===== src/rtl/audio_seq.sv =====
// Multi-track audio sample-address sequencer: looping music on track 0, priority
// one-shot effects on tracks 1..NUM_TRK-1, stepped at a fixed rate gated by data_over.
module audio_seq #(
  parameter int ADDR_W  = 17,
  parameter int DIV     = 122,
  parameter int NUM_TRK = 4,
  parameter int TW      = $clog2(NUM_TRK)
) (
  input  logic                      Clk,
  input  logic                      Reset_n,
  input  logic                      INIT_FINISH,
  output logic                      INIT,
  input  logic                      data_over,
  input  logic [NUM_TRK*ADDR_W-1:0] trk_base,
  input  logic [NUM_TRK*ADDR_W-1:0] trk_len,
  input  logic [NUM_TRK-2:0]        play_req,
  input  logic                      music_en,
  output logic [ADDR_W-1:0]         Add,
  output logic [TW-1:0]             cur_trk,
  output logic                      fx_busy,
  output logic                      fx_done,
  output logic                      dbg_run_o
);
  localparam int CW = (DIV > 2) ? $clog2(DIV) : 1;

  typedef enum logic {ST_WAIT = 1'b0, ST_RUN = 1'b1} state_t;

  state_t              state_q, state_d;
  logic [CW-1:0]       cnt_q, cnt_d;
  logic [NUM_TRK-1:0]  pend_q, pend_d;
  logic [ADDR_W-1:0]   fx_off_q, fx_off_d;
  logic [ADDR_W-1:0]   mus_off_q, mus_off_d;
  logic [ADDR_W-1:0]   add_q, add_d;
  logic [TW-1:0]       trk_q, trk_d;
  logic                busy_q, busy_d;
  logic                done_q, done_d;
  logic                init_q;

  logic [ADDR_W-1:0]   base_w [NUM_TRK];
  logic [ADDR_W-1:0]   len_w  [NUM_TRK];
  logic [NUM_TRK-1:0]  req_ok;
  logic                hit;
  logic [TW-1:0]       h;
  logic                tick;
  logic                start;
  logic [ADDR_W-1:0]   mus_nxt;
  logic [ADDR_W-1:0]   fx_len;

  always_comb begin
    req_ok = '0;
    for (int i = 0; i < NUM_TRK; i++) begin
      base_w[i] = trk_base[i*ADDR_W +: ADDR_W];
      len_w[i]  = trk_len[i*ADDR_W +: ADDR_W];
    end
    // Zero-length effects can never play, so their requests are dropped here.
    for (int j = 0; j < NUM_TRK - 1; j++) begin
      req_ok[j+1] = play_req[j] && (len_w[j+1] != '0);
    end
  end

  always_comb begin
    hit = 1'b0;
    h   = '0;
    for (int i = 1; i < NUM_TRK; i++) begin
      if (pend_q[i]) begin
        hit = 1'b1;
        h   = TW'(i);
      end
    end
  end

  assign tick    = (state_q == ST_RUN) && (cnt_q == CW'(DIV - 1));
  assign fx_len  = len_w[trk_q];
  assign mus_nxt = (len_w[0] == '0 || mus_off_q == len_w[0] - 1'b1) ? '0 : mus_off_q + 1'b1;

  always_comb begin
    state_d   = state_q;
    cnt_d     = cnt_q;
    pend_d    = pend_q | req_ok;
    fx_off_d  = fx_off_q;
    mus_off_d = mus_off_q;
    add_d     = add_q;
    trk_d     = trk_q;
    busy_d    = busy_q;
    done_d    = 1'b0;
    start     = 1'b0;
    case (state_q)
      ST_WAIT: begin
        cnt_d = '0;
        if (INIT_FINISH) begin
          state_d   = ST_RUN;
          add_d     = base_w[0];
          trk_d     = '0;
          mus_off_d = '0;
        end
      end
      ST_RUN: begin
        cnt_d = tick ? '0 : cnt_q + 1'b1;
        if (tick && data_over) begin
          if (hit && (!busy_q || h > trk_q)) begin
            // Music resumes one sample past the point where it was cut off.
            if (!busy_q) mus_off_d = mus_nxt;
            start = 1'b1;
          end else if (busy_q && fx_off_q == fx_len - 1'b1) begin
            done_d = 1'b1;
            if (hit) begin
              start = 1'b1;
            end else begin
              busy_d = 1'b0;
              trk_d  = '0;
              add_d  = base_w[0] + mus_off_q;
            end
          end else if (busy_q) begin
            fx_off_d = fx_off_q + 1'b1;
            add_d    = base_w[trk_q] + fx_off_q + 1'b1;
          end else if (music_en && len_w[0] != '0) begin
            mus_off_d = mus_nxt;
            add_d     = base_w[0] + mus_nxt;
          end
          if (start) begin
            trk_d     = h;
            fx_off_d  = '0;
            add_d     = base_w[h];
            pend_d[h] = 1'b0;
            busy_d    = 1'b1;
          end
        end
      end
      default: state_d = ST_WAIT;
    endcase
  end

  always_ff @(posedge Clk or negedge Reset_n) begin
    if (!Reset_n) begin
      state_q   <= ST_WAIT;
      cnt_q     <= '0;
      pend_q    <= '0;
      fx_off_q  <= '0;
      mus_off_q <= '0;
      add_q     <= '0;
      trk_q     <= '0;
      busy_q    <= 1'b0;
      done_q    <= 1'b0;
      init_q    <= 1'b0;
    end else begin
      state_q   <= state_d;
      cnt_q     <= cnt_d;
      pend_q    <= pend_d;
      fx_off_q  <= fx_off_d;
      mus_off_q <= mus_off_d;
      add_q     <= add_d;
      trk_q     <= trk_d;
      busy_q    <= busy_d;
      done_q    <= done_d;
      init_q    <= 1'b1;
    end
  end

  assign INIT      = init_q;
  assign Add       = add_q;
  assign cur_trk   = trk_q;
  assign fx_busy   = busy_q;
  assign fx_done   = done_q;
  assign dbg_run_o = (state_q == ST_RUN);
endmodule


===== config.mk =====
export PLATFORM = sky130hd
export DESIGN_NAME = audio_seq
export DESIGN_NICKNAME = d
export VERILOG_FILES = /design/src/rtl/audio_seq.sv
export SDC_FILE = /design/constraint.sdc
export NUM_CORES = 1
export LEC_CHECK = 0
export CAP_MARGIN = 10
export CORE_ASPECT_RATIO = 1.1
export CORE_UTILIZATION = 55
export DETAILED_ROUTE_END_ITERATION = 10
export HOLD_SLACK_MARGIN = 0.1
export PLACE_DENSITY_LB_ADDON = 0.1
export SYNTH_ARGS = -nofsm -noshare
export SYNTH_HDL_FRONTEND = slang
export SYNTH_SLANG_ARGS = --single-unit

===== constraint.sdc =====
create_clock -name Clk -period 6.4 [get_ports Clk]
set_clock_uncertainty 0.2 [all_clocks]
set_input_delay 1.28 -clock Clk [delete_from_list [all_inputs] [get_ports Clk]]
set_output_delay 1.28 -clock Clk [all_outputs]
set_load 0.02 [all_outputs]

==> results of run 1 <==
[worst max-delay path, stage by stage]
cell	delay, ps
sky130_fd_sc_hd__clkdlybuf4s50_1	440
sky130_fd_sc_hd__inv_1	100
sky130_fd_sc_hd__ha_1	170
sky130_fd_sc_hd__or3b_4	420
sky130_fd_sc_hd__o21ai_0	160
sky130_fd_sc_hd__o211ai_1	100
sky130_fd_sc_hd__or4_1	420
sky130_fd_sc_hd__nor4_2	350
sky130_fd_sc_hd__buf_4	180
sky130_fd_sc_hd__nand3_1	70
sky130_fd_sc_hd__nand2_1	120
sky130_fd_sc_hd__nor2_1	70
sky130_fd_sc_hd__ha_1	230
sky130_fd_sc_hd__fa_1	450
sky130_fd_sc_hd__a211oi_2	210
sky130_fd_sc_hd__nor2_1	110
sky130_fd_sc_hd__o2111ai_2	250
sky130_fd_sc_hd__a31oi_4	150
sky130_fd_sc_hd__a31oi_2	240
sky130_fd_sc_hd__xor2_1	170
sky130_fd_sc_hd__nor2_1	50
sky130_fd_sc_hd__a211oi_1	220
sky130_fd_sc_hd__a211o_1	130
sky130_fd_sc_hd__a21oi_1	60
[power by group]
part	leakage, nW	switching (mW)	internal (mW)
combinational	3.69	0.381	0.350
sequential	0.835	0.0517	0.465
clock	0.152	0.202	0.338
[through the flow]
| step | utilization, % | setup TNS, ps | instance area, sq um |
|---|---|---|---|
| after floorplan | - | 0 | 8872 |
| after global placement | 69.96 | 0 | 11010 |
| after detailed placement | 69.96 | -692.8 | 11010 |
| after CTS | 71.91 | 0 | 11320 |
| after global routing | 72.26 | 0 | 11370 |
| final | 72.27 | 0 | 11370 |
[flip-flops by register name, indices dropped and copies added (netlist names)]
name and count:
cnt_q 7, pend_q 3, Add 17, cur_trk 2, fx_done 1, dbg_run_o 1
INIT 1, fx_busy 1, fx_off_q 17, mus_off_q 17
[worst paths after layout]
check,from,end,cells past startpoint
max,trk_len[1],Add[14]$_DFFE_PN0P_,24
min,cnt_q[0]$_DFF_PN0_,cnt_q[0]$_DFF_PN0_,1
max reg2reg,cur_trk[0]$_DFFE_PN0P_,Add[7]$_DFFE_PN0P_,13
min reg2reg,cnt_q[0]$_DFF_PN0_,cnt_q[0]$_DFF_PN0_,1
max in group asynchronous,Reset_n,cur_trk[0]$_DFFE_PN0P_,2
min in group asynchronous,Reset_n,Add[2]$_DFFE_PN0P_,2
[area by class of cell]
type	instances	area share, %
diodes	1	0.02200
clock buffers	10	2.013
clock inverters	5	0.6931
inverters	35	1.155
multi-input cells	956	60.13
flip-flops and latches	67	14.75
well taps	200	2.200
repair buffers	232	19.03
[metal layers]
layer | global-route usage (%) | vias up
met1 | 51.91 | 4692
met3 | 5.808 | 69
li1 | - | 4552
met5 | 0 | -
met2 | 60.74 | 484
met4 | 14.26 | 0
[kinds of logic (layout without fill, tap and decap cells)]
group / Yosys count / after routing / synth area share [%]
and+or+nand+nor: 443 / 443 / 24.86
AOI/OAI and AO/OA: 300 / 300 / 22.34
xor gates and xnor gates: 106 / 106 / 10.46
buffers and inverters: 99 / 282 / 4.640
DFF: 67 / 67 / 18.90
adders and majority gates: 60 / 60 / 8.715
muxes: 46 / 46 / 10.04
other: 1 / 2 / 0.04227
[cell usage after synthesis, drive strengths merged (4+ instances only)]
library cell	instances	area share (%)
nor3	33	2.0
a211o	4	0.39
dfrtp	67	19
o41ai	5	0.49
and3	19	1.3
buf	17	1.2
and2	7	0.49
mux2i	8	0.90
or4	7	0.63
o211ai	12	1.0
a31oi	13	0.92
nor2b	10	0.71
nand4	18	1.3
inv	35	1.5
a2111oi	4	0.39
nor4b	4	0.56
o2111ai	5	0.49
mux4	34	8.6
o21ai	77	4.4
a211oi	15	1.3
nor4	18	1.5
o31ai	20	1.7
nand2	98	4.1
a311oi	9	0.96
nand3	33	1.9
xnor2	55	5.4
clkbuf	47	2.0
or2	6	0.42
o22ai	6	0.42
o21a	8	0.68
a22oi	4	0.34
or3	15	1.1
a21o	15	1.3
xor2	51	5.0
nor2	143	6.1
ha	57	8.0
a21oi	65	3.8
mux2	4	0.51
a22o	16	1.6
nor3b	7	0.59
nand2b	11	0.78
[what timing repair did]
action / in CTS / in global routing
hold buffers: 0 / 0
resized for setup: 0 / 11
setup endpoints to repair: 0 / 7
==> impl_metrics.prom, run 1 <==
# TYPE chip_impl_metric gauge
chip_impl_metric{name="drtIter0Drc",unit=""} 1042
chip_impl_metric{name="clock_pin_transition_on_the_worst_setup_and_hold_timing_paths",unit="ps"} 60
chip_impl_metric{name="finalWeightedCongestion",unit=""} 0.9812
chip_impl_metric{name="timing_hold_violations_final",unit=""} 0
chip_impl_info{name="rsz0062_at_grt",value="no"} 1
chip_impl_metric{name="syn_inst",unit=""} 1122
chip_impl_metric{name="die_w",unit="um"} 123.1
chip_impl_metric{name="max_freq",unit="MHz"} 163.2
chip_impl_metric{name="globalRouteTotalUtil",unit="%"} 38.07
chip_impl_metric{name="h-tree-depth",unit=""} 3
chip_impl_metric{name="synth_warnings",unit=""} 0
chip_impl_metric{name="report.power.total",unit="mW"} 1.788
chip_impl_metric{name="die_h",unit="um"} 135.2
chip_impl_metric{name="multiInputGateArea",unit="sq mm"} 0.006838
chip_impl_metric{name="dpl_worst_slack",unit="ps"} -222.9
chip_impl_metric{name="drt_first_pass_iters",unit=""} 6
chip_impl_metric{name="setup_viol",unit=""} 0
chip_impl_metric{name="insertion_delay",unit="ps"} 350
chip_impl_info{name="uppermost_layer_routed",value="met4"} 1
chip_impl_metric{name="first_global_vias",unit=""} 9040
chip_impl_metric{name="cts_made_buffers",unit=""} 9
chip_impl_metric{name="cp_data_arrival_time",unit="ps"} 6150
chip_impl_info{name="clockRootBuffer",value="sky130_fd_sc_hd__clkbuf_16"} 1
chip_impl_metric{name="fillers",unit=""} 1312
chip_impl_metric{name="critical_path_peak_fanout",unit=""} 3
chip_impl_metric{name="synth.avg_cell_area",unit="sq um"} 7.908
chip_impl_metric{name="summed_instance_area_of_the_synthesized_netlist",unit="sq mm"} 0.008872
chip_impl_metric{name="ratio_of_cells_with_drive_above_1_in_the_final_layout",unit="%"} 11.42
chip_impl_metric{name="pwr_density_cell",unit="mW/mm^2"} 157.2
chip_impl_metric{name="post_drt_via_cell_ratio",unit=""} 6.505
chip_impl_metric{name="maxCapViolations",unit=""} 0
chip_impl_metric{name="tightestPinTransition",unit="ps"} 1004
chip_impl_info{name="synth_flop_cell",value="sky130_fd_sc_hd__dfrtp_1"} 1
chip_impl_metric{name="timing.critical_path.required",unit="ps"} 6430
chip_impl_metric{name="maximum_number_of_pins_on_one_net_before_global_route_repair",unit=""} 68
chip_impl_metric{name="synth-seq-area-share",unit="%"} 18.90
chip_impl_metric{name="max-vdd-ir-drop",unit="mV"} 0.1641
chip_impl_metric{name="holdWs",unit="ps"} 296.7
chip_impl_metric{name="start_util",unit="%"} 56.39
chip_impl_metric{name="dp_hpwl",unit="mm"} 25.02
chip_impl_metric{name="number_of_clock_sinks_seen_by_cts",unit=""} 67
chip_impl_metric{name="antenna_found_initial",unit=""} 3
chip_impl_metric{name="drtAntennaViolNets",unit=""} 0
chip_impl_metric{name="area_growth_syn_to_layout",unit="%"} 28.18
chip_impl_metric{name="wire_length_of_the_first_global_routing_pass",unit="mm"} 48.00
chip_impl_info{name="mostFrequentLayoutCell",value="sky130_fd_sc_hd__clkdlybuf4s50_1"} 1
chip_impl_metric{name="r2r_slack",unit="ps"} 1400
chip_impl_metric{name="final_cell_count_no_fill",unit=""} 1506
chip_impl_metric{name="dpl.cell_count",unit=""} 1490
chip_impl_metric{name="synthArstFlopShare",unit="%"} 100.0
chip_impl_metric{name="met2WireLength",unit="mm"} 14.81
chip_impl_info{name="cp-end-kind",value="flop"} 1
chip_impl_info{name="timing.setup.critical_path_class",value="input port to flop"} 1
chip_impl_info{name="clock_tree_from_tritoncts",value="done"} 1
chip_impl_metric{name="slew-limit-headroom",unit="%"} 33.04
chip_impl_metric{name="cts_setup_buffers",unit=""} 0
chip_impl_metric{name="synth_nets",unit=""} 1326
chip_impl_metric{name="routed_length_on_met3",unit="mm"} 2.747
chip_impl_metric{name="top_level_ports",unit=""} 167
chip_impl_metric{name="wirelength_routed",unit="mm"} 31.97
chip_impl_metric{name="yosys.cell_types.count",unit=""} 80
chip_impl_info{name="status",value="finished clean"} 1
chip_impl_metric{name="final_period_minus_worst_setup_slack",unit="ps"} 6126
chip_impl_metric{name="final-seq-area",unit="sq mm"} 0.001678
chip_impl_metric{name="period_utilization",unit="%"} 95.72
chip_impl_metric{name="design.die.area",unit="sq mm"} 0.01664
chip_impl_metric{name="power_leakage",unit="nW"} 4.673
chip_impl_metric{name="setup_ws",unit="ps"} 274.0
chip_impl_info{name="min-delay-path-class",value="flop to flop"} 1
chip_impl_metric{name="deepest_clock_path_buffer_count",unit=""} 2
chip_impl_metric{name="drc",unit=""} 0
chip_impl_metric{name="io_buffers",unit=""} 166
chip_impl_info{name="layout_common_cells",value="sky130_fd_sc_hd__clkdlybuf4s50_1, sky130_fd_sc_hd__nor2_1, sky130_fd_sc_hd__nand2_1"} 1
chip_impl_metric{name="pins_over_their_slew_limit",unit=""} 0
chip_impl_metric{name="row_count",unit=""} 48
chip_impl_metric{name="wl_met1",unit="mm"} 13.40
chip_impl_metric{name="count_of_flip_flops_with_a_built_in_enable_after_synthesis",unit=""} 0
chip_impl_metric{name="detail_routed_net_length_per_standard_cell",unit="um"} 21.23
chip_impl_metric{name="vias",unit=""} 9797
chip_impl_metric{name="gr-total-overflow",unit=""} 0
chip_impl_metric{name="nNetsFinal",unit=""} 1505
chip_impl_metric{name="yosys_register_bits",unit=""} 67
chip_impl_metric{name="floorplan.core_area",unit="sq mm"} 0.01574
chip_impl_info{name="timing.critical_path.from_type",value="input port"} 1
(Power assumes the default switching activity.)
==> inputs of run 2 (changes only) <==
- GPL_TIMING_DRIVEN: unset -> 0
==> run 2 against run 1 <==
Against the previous run:
- cell count is 0.13% lower
- sequential power decreased by 2%
- die area unchanged
- critical path depth is 1 higher
- combinational power increased by 2%
- via count rose by 0.92%
- clock power rose by 3%
- cell area shrank 1.1%
- global-route usage increased by 2.2 points
- setup slack got worse by 120 ps
- utilization fell by 0.77 points
- flip-flop and latch count stayed put
==> impl_metrics.prom, run 2 (same netlist as run 1, synthesis figures left out) <==
# TYPE chip_impl_metric gauge
chip_impl_metric{name="antenna_found_initial",unit=""} 0
chip_impl_info{name="min-delay-path-class",value="flop to flop"} 1
chip_impl_metric{name="top_level_ports",unit=""} 167
chip_impl_metric{name="dpl.cell_count",unit=""} 1487
chip_impl_metric{name="postLayoutCellArea",unit="sq mm"} 0.01125
chip_impl_info{name="mostFrequentLayoutCell",value="sky130_fd_sc_hd__clkdlybuf4s50_1"} 1
chip_impl_metric{name="h-tree-depth",unit=""} 3
chip_impl_metric{name="final_cell_count_no_fill",unit=""} 1504
chip_impl_metric{name="vias",unit=""} 9887
chip_impl_metric{name="maxCapViolations",unit=""} 0
chip_impl_metric{name="setup_ws",unit="ps"} 156.0
chip_impl_metric{name="wire_length_of_the_first_global_routing_pass",unit="mm"} 49.94
chip_impl_metric{name="clock_pin_transition_on_the_worst_setup_and_hold_timing_paths",unit="ps"} 60
chip_impl_metric{name="pwr_density_cell",unit="mW/mm^2"} 160.6
chip_impl_metric{name="period_utilization",unit="%"} 97.56
chip_impl_metric{name="drtAntennaViolNets",unit=""} 0
chip_impl_metric{name="tightestPinTransition",unit="ps"} 881.6
chip_impl_metric{name="p_switching",unit="mW"} 0.6597
chip_impl_metric{name="floorplan.core_area",unit="sq mm"} 0.01574
chip_impl_metric{name="n_antenna_cell",unit=""} 0
chip_impl_info{name="worst_hold_startpoint",value="cnt_q[0]$_DFF_PN0_"} 1
chip_impl_metric{name="drc",unit=""} 0
chip_impl_metric{name="report.power.total",unit="mW"} 1.807
chip_impl_info{name="layout_common_cells",value="sky130_fd_sc_hd__clkdlybuf4s50_1, sky130_fd_sc_hd__nor2_1, sky130_fd_sc_hd__nand2_1"} 1
chip_impl_metric{name="globalRouteTotalUtil",unit="%"} 40.27
chip_impl_metric{name="cp_data_arrival_time",unit="ps"} 6270
chip_impl_metric{name="number_of_clock_sinks_seen_by_cts",unit=""} 67
chip_impl_info{name="clock_tree_from_tritoncts",value="done"} 1
chip_impl_metric{name="io_buffers",unit=""} 164
chip_impl_metric{name="deepest_clock_path_buffer_count",unit=""} 2
chip_impl_metric{name="maximum_number_of_pins_on_one_net_before_global_route_repair",unit=""} 67
chip_impl_metric{name="max-vdd-ir-drop",unit="mV"} 0.2231
chip_impl_metric{name="power.clock.fraction",unit="%"} 30.7
chip_impl_metric{name="max_freq",unit="MHz"} 160.2
chip_impl_metric{name="internal_power_summed_over_all_cells",unit="mW"} 1.147
chip_impl_info{name="timing.critical_path.from_type",value="input port"} 1
chip_impl_info{name="timing.rr.start",value="cur_trk[1]$_DFFE_PN0P_"} 1
chip_impl_metric{name="setup_viol",unit=""} 0
chip_impl_info{name="cp-end-kind",value="flop"} 1
chip_impl_metric{name="power_leakage",unit="nW"} 4.503
chip_impl_metric{name="nNetsFinal",unit=""} 1503
chip_impl_metric{name="cp_num_buf_inv",unit=""} 4
chip_impl_info{name="cpLargestDelayFamily",value="compound AO/OA/AOI/OAI gates"} 1
chip_impl_metric{name="ratio_of_cells_with_drive_above_1_in_the_final_layout",unit="%"} 8.589
chip_impl_info{name="timing.setup.critical_path_class",value="input port to flop"} 1
chip_impl_metric{name="critical_path_peak_fanout",unit=""} 10
chip_impl_metric{name="holdWs",unit="ps"} 289.8
chip_impl_metric{name="pins_over_their_slew_limit",unit=""} 0
chip_impl_metric{name="drt_first_pass_iters",unit=""} 8
chip_impl_metric{name="detail_routed_net_length_per_standard_cell",unit="um"} 22.36
chip_impl_metric{name="design.die.area",unit="sq mm"} 0.01664
chip_impl_metric{name="insertion_delay",unit="ps"} 350
chip_impl_metric{name="gr-total-overflow",unit=""} 0
chip_impl_metric{name="cts_made_buffers",unit=""} 9
chip_impl_metric{name="wirelength_routed",unit="mm"} 33.63
chip_impl_metric{name="row_count",unit=""} 48
chip_impl_metric{name="final_period_minus_worst_setup_slack",unit="ps"} 6244
chip_impl_metric{name="combinationalPowerShare",unit="%"} 41.2
chip_impl_info{name="clockRootBuffer",value="sky130_fd_sc_hd__clkbuf_16"} 1
chip_impl_metric{name="area_growth_syn_to_layout",unit="%"} 26.81
chip_impl_info{name="slowest_stage",value="sky130_fd_sc_hd__or3b_4"} 1
chip_impl_metric{name="switching_share_of_total_power",unit="%"} 36.52
chip_impl_metric{name="dpl_worst_slack",unit="ps"} -1303
chip_impl_metric{name="post_cts_hold_buffer_count",unit=""} 0
chip_impl_metric{name="post_drt_via_cell_ratio",unit=""} 6.574
chip_impl_metric{name="drtIter0Drc",unit=""} 917
chip_impl_metric{name="die_w",unit="um"} 123.1
chip_impl_metric{name="max_stage_delay",unit="ps"} 420
chip_impl_info{name="setup.worst_path.start",value="trk_len[1]"} 1
chip_impl_metric{name="first_global_vias",unit=""} 9100
chip_impl_metric{name="timing_hold_violations_final",unit=""} 0
chip_impl_metric{name="p_seq_share",unit="%"} 28.0
chip_impl_metric{name="finalWeightedCongestion",unit=""} 1.023
chip_impl_info{name="status",value="finished clean"} 1
chip_impl_metric{name="dp_hpwl",unit="mm"} 26.49
chip_impl_metric{name="timing.critical_path.required",unit="ps"} 6420
chip_impl_metric{name="detailed_place.area",unit="sq mm"} 0.01079
chip_impl_metric{name="die_h",unit="um"} 135.2
chip_impl_metric{name="slew-limit-headroom",unit="%"} 41.23
chip_impl_metric{name="final_tns_setup",unit="ps"} 0
chip_impl_metric{name="start_util",unit="%"} 56.39
chip_impl_metric{name="final_core_util",unit="%"} 71.50
==> run 2: cell types whose count changed in the layout (fill, tap and decap cells not counted), moves of 2 or more <==
cell / change
sky130_fd_sc_hd__a31oi_2: +2
sky130_fd_sc_hd__buf_1: +5
sky130_fd_sc_hd__buf_2: +5
sky130_fd_sc_hd__buf_4: -60
sky130_fd_sc_hd__buf_6: +3
sky130_fd_sc_hd__clkbuf_1: +44
sky130_fd_sc_hd__clkdlybuf4s50_1: -5
sky130_fd_sc_hd__clkinvlp_4: +2
sky130_fd_sc_hd__ha_1: -2
==> run 2: metal layers <==
| layer | vias up | routed length [um] | track usage (%) |
|---|---|---|---|
| met1 | 4669 | 13060 | 51.22 |
| li1 | 4540 | - | - |
| met3 | 109 | 3613 | 10.73 |
| met2 | 569 | 15480 | 63.61 |
| met4 | 0 | 1471 | 18.41 |
| met5 | - | 0 | 0 |
==> run 2: what timing repair did <==
item / 4_1_cts / 5_1_grt
setup buffers: 0 / 1
gates cloned: 0 / 1
endpoints found under the setup margin: 14 / 8
pin swaps: 3 / 3
resized for setup: 17 / 20
==> run 2: area by class of cell <==
class | count | area [sq um]
Clock inverter | 6 | 88.84
Multi-Input combinational cell | 957 | 6907
Fill cell | 1326 | 4484
Inverter | 35 | 131.4
Clock buffer | 10 | 229.0
Tap cell | 200 | 250.2
Timing Repair Buffer | 166 | 1677
Buffer | 63 | 291.5
Sequential cell | 67 | 1677
==> run 2: path summary, 6_finish.rpt <==
| check | end | slack, ps | cells after the start |
|---|---|---|---|
| max | Add[14]$_DFFE_PN0P_ | 160 | 25 |
| min | cnt_q[0]$_DFF_PN0_ | 290 | 1 |
| max reg2reg | Add[14]$_DFFE_PN0P_ | 990 | 17 |
| min reg2reg | cnt_q[0]$_DFF_PN0_ | 290 | 1 |
| max in group asynchronous | cnt_q[3]$_DFF_PN0_ | 4930 | 2 |
| min in group asynchronous | fx_off_q[4]$_DFFE_PN0P_ | 520 | 1 |
==> run 2: power by group through the flow <==
stage | Clock (mW) | Combinational [mW] | Sequential (mW)
final | 0.555 | 0.745 | 0.506
after global routing | 0.569 | 0.803 | 0.509
after CTS | 0.553 | 0.723 | 0.505
after detailed placement | 0 | 0.715 | 0.512
after global placement | 0 | 0.701 | 0.511
after floorplan | 0 | 0.419 | 0.519
==> run 2: worst reg2reg max path, cell delays in order (launching register included) <==
cell and delay [ps]:
sky130_fd_sc_hd__dfrtp_1 340, sky130_fd_sc_hd__buf_2 220, sky130_fd_sc_hd__buf_1 500, sky130_fd_sc_hd__clkbuf_1 620, sky130_fd_sc_hd__mux4_2 420, sky130_fd_sc_hd__inv_1 70, sky130_fd_sc_hd__ha_1 150, sky130_fd_sc_hd__inv_1 60
sky130_fd_sc_hd__fa_1 400, sky130_fd_sc_hd__a21oi_1 210, sky130_fd_sc_hd__o22ai_1 170, sky130_fd_sc_hd__o41ai_1 510, sky130_fd_sc_hd__a21oi_1 180, sky130_fd_sc_hd__o41ai_1 450, sky130_fd_sc_hd__xnor2_1 260, sky130_fd_sc_hd__a211oi_2 120
sky130_fd_sc_hd__a211o_1 290, sky130_fd_sc_hd__a21oi_1 150
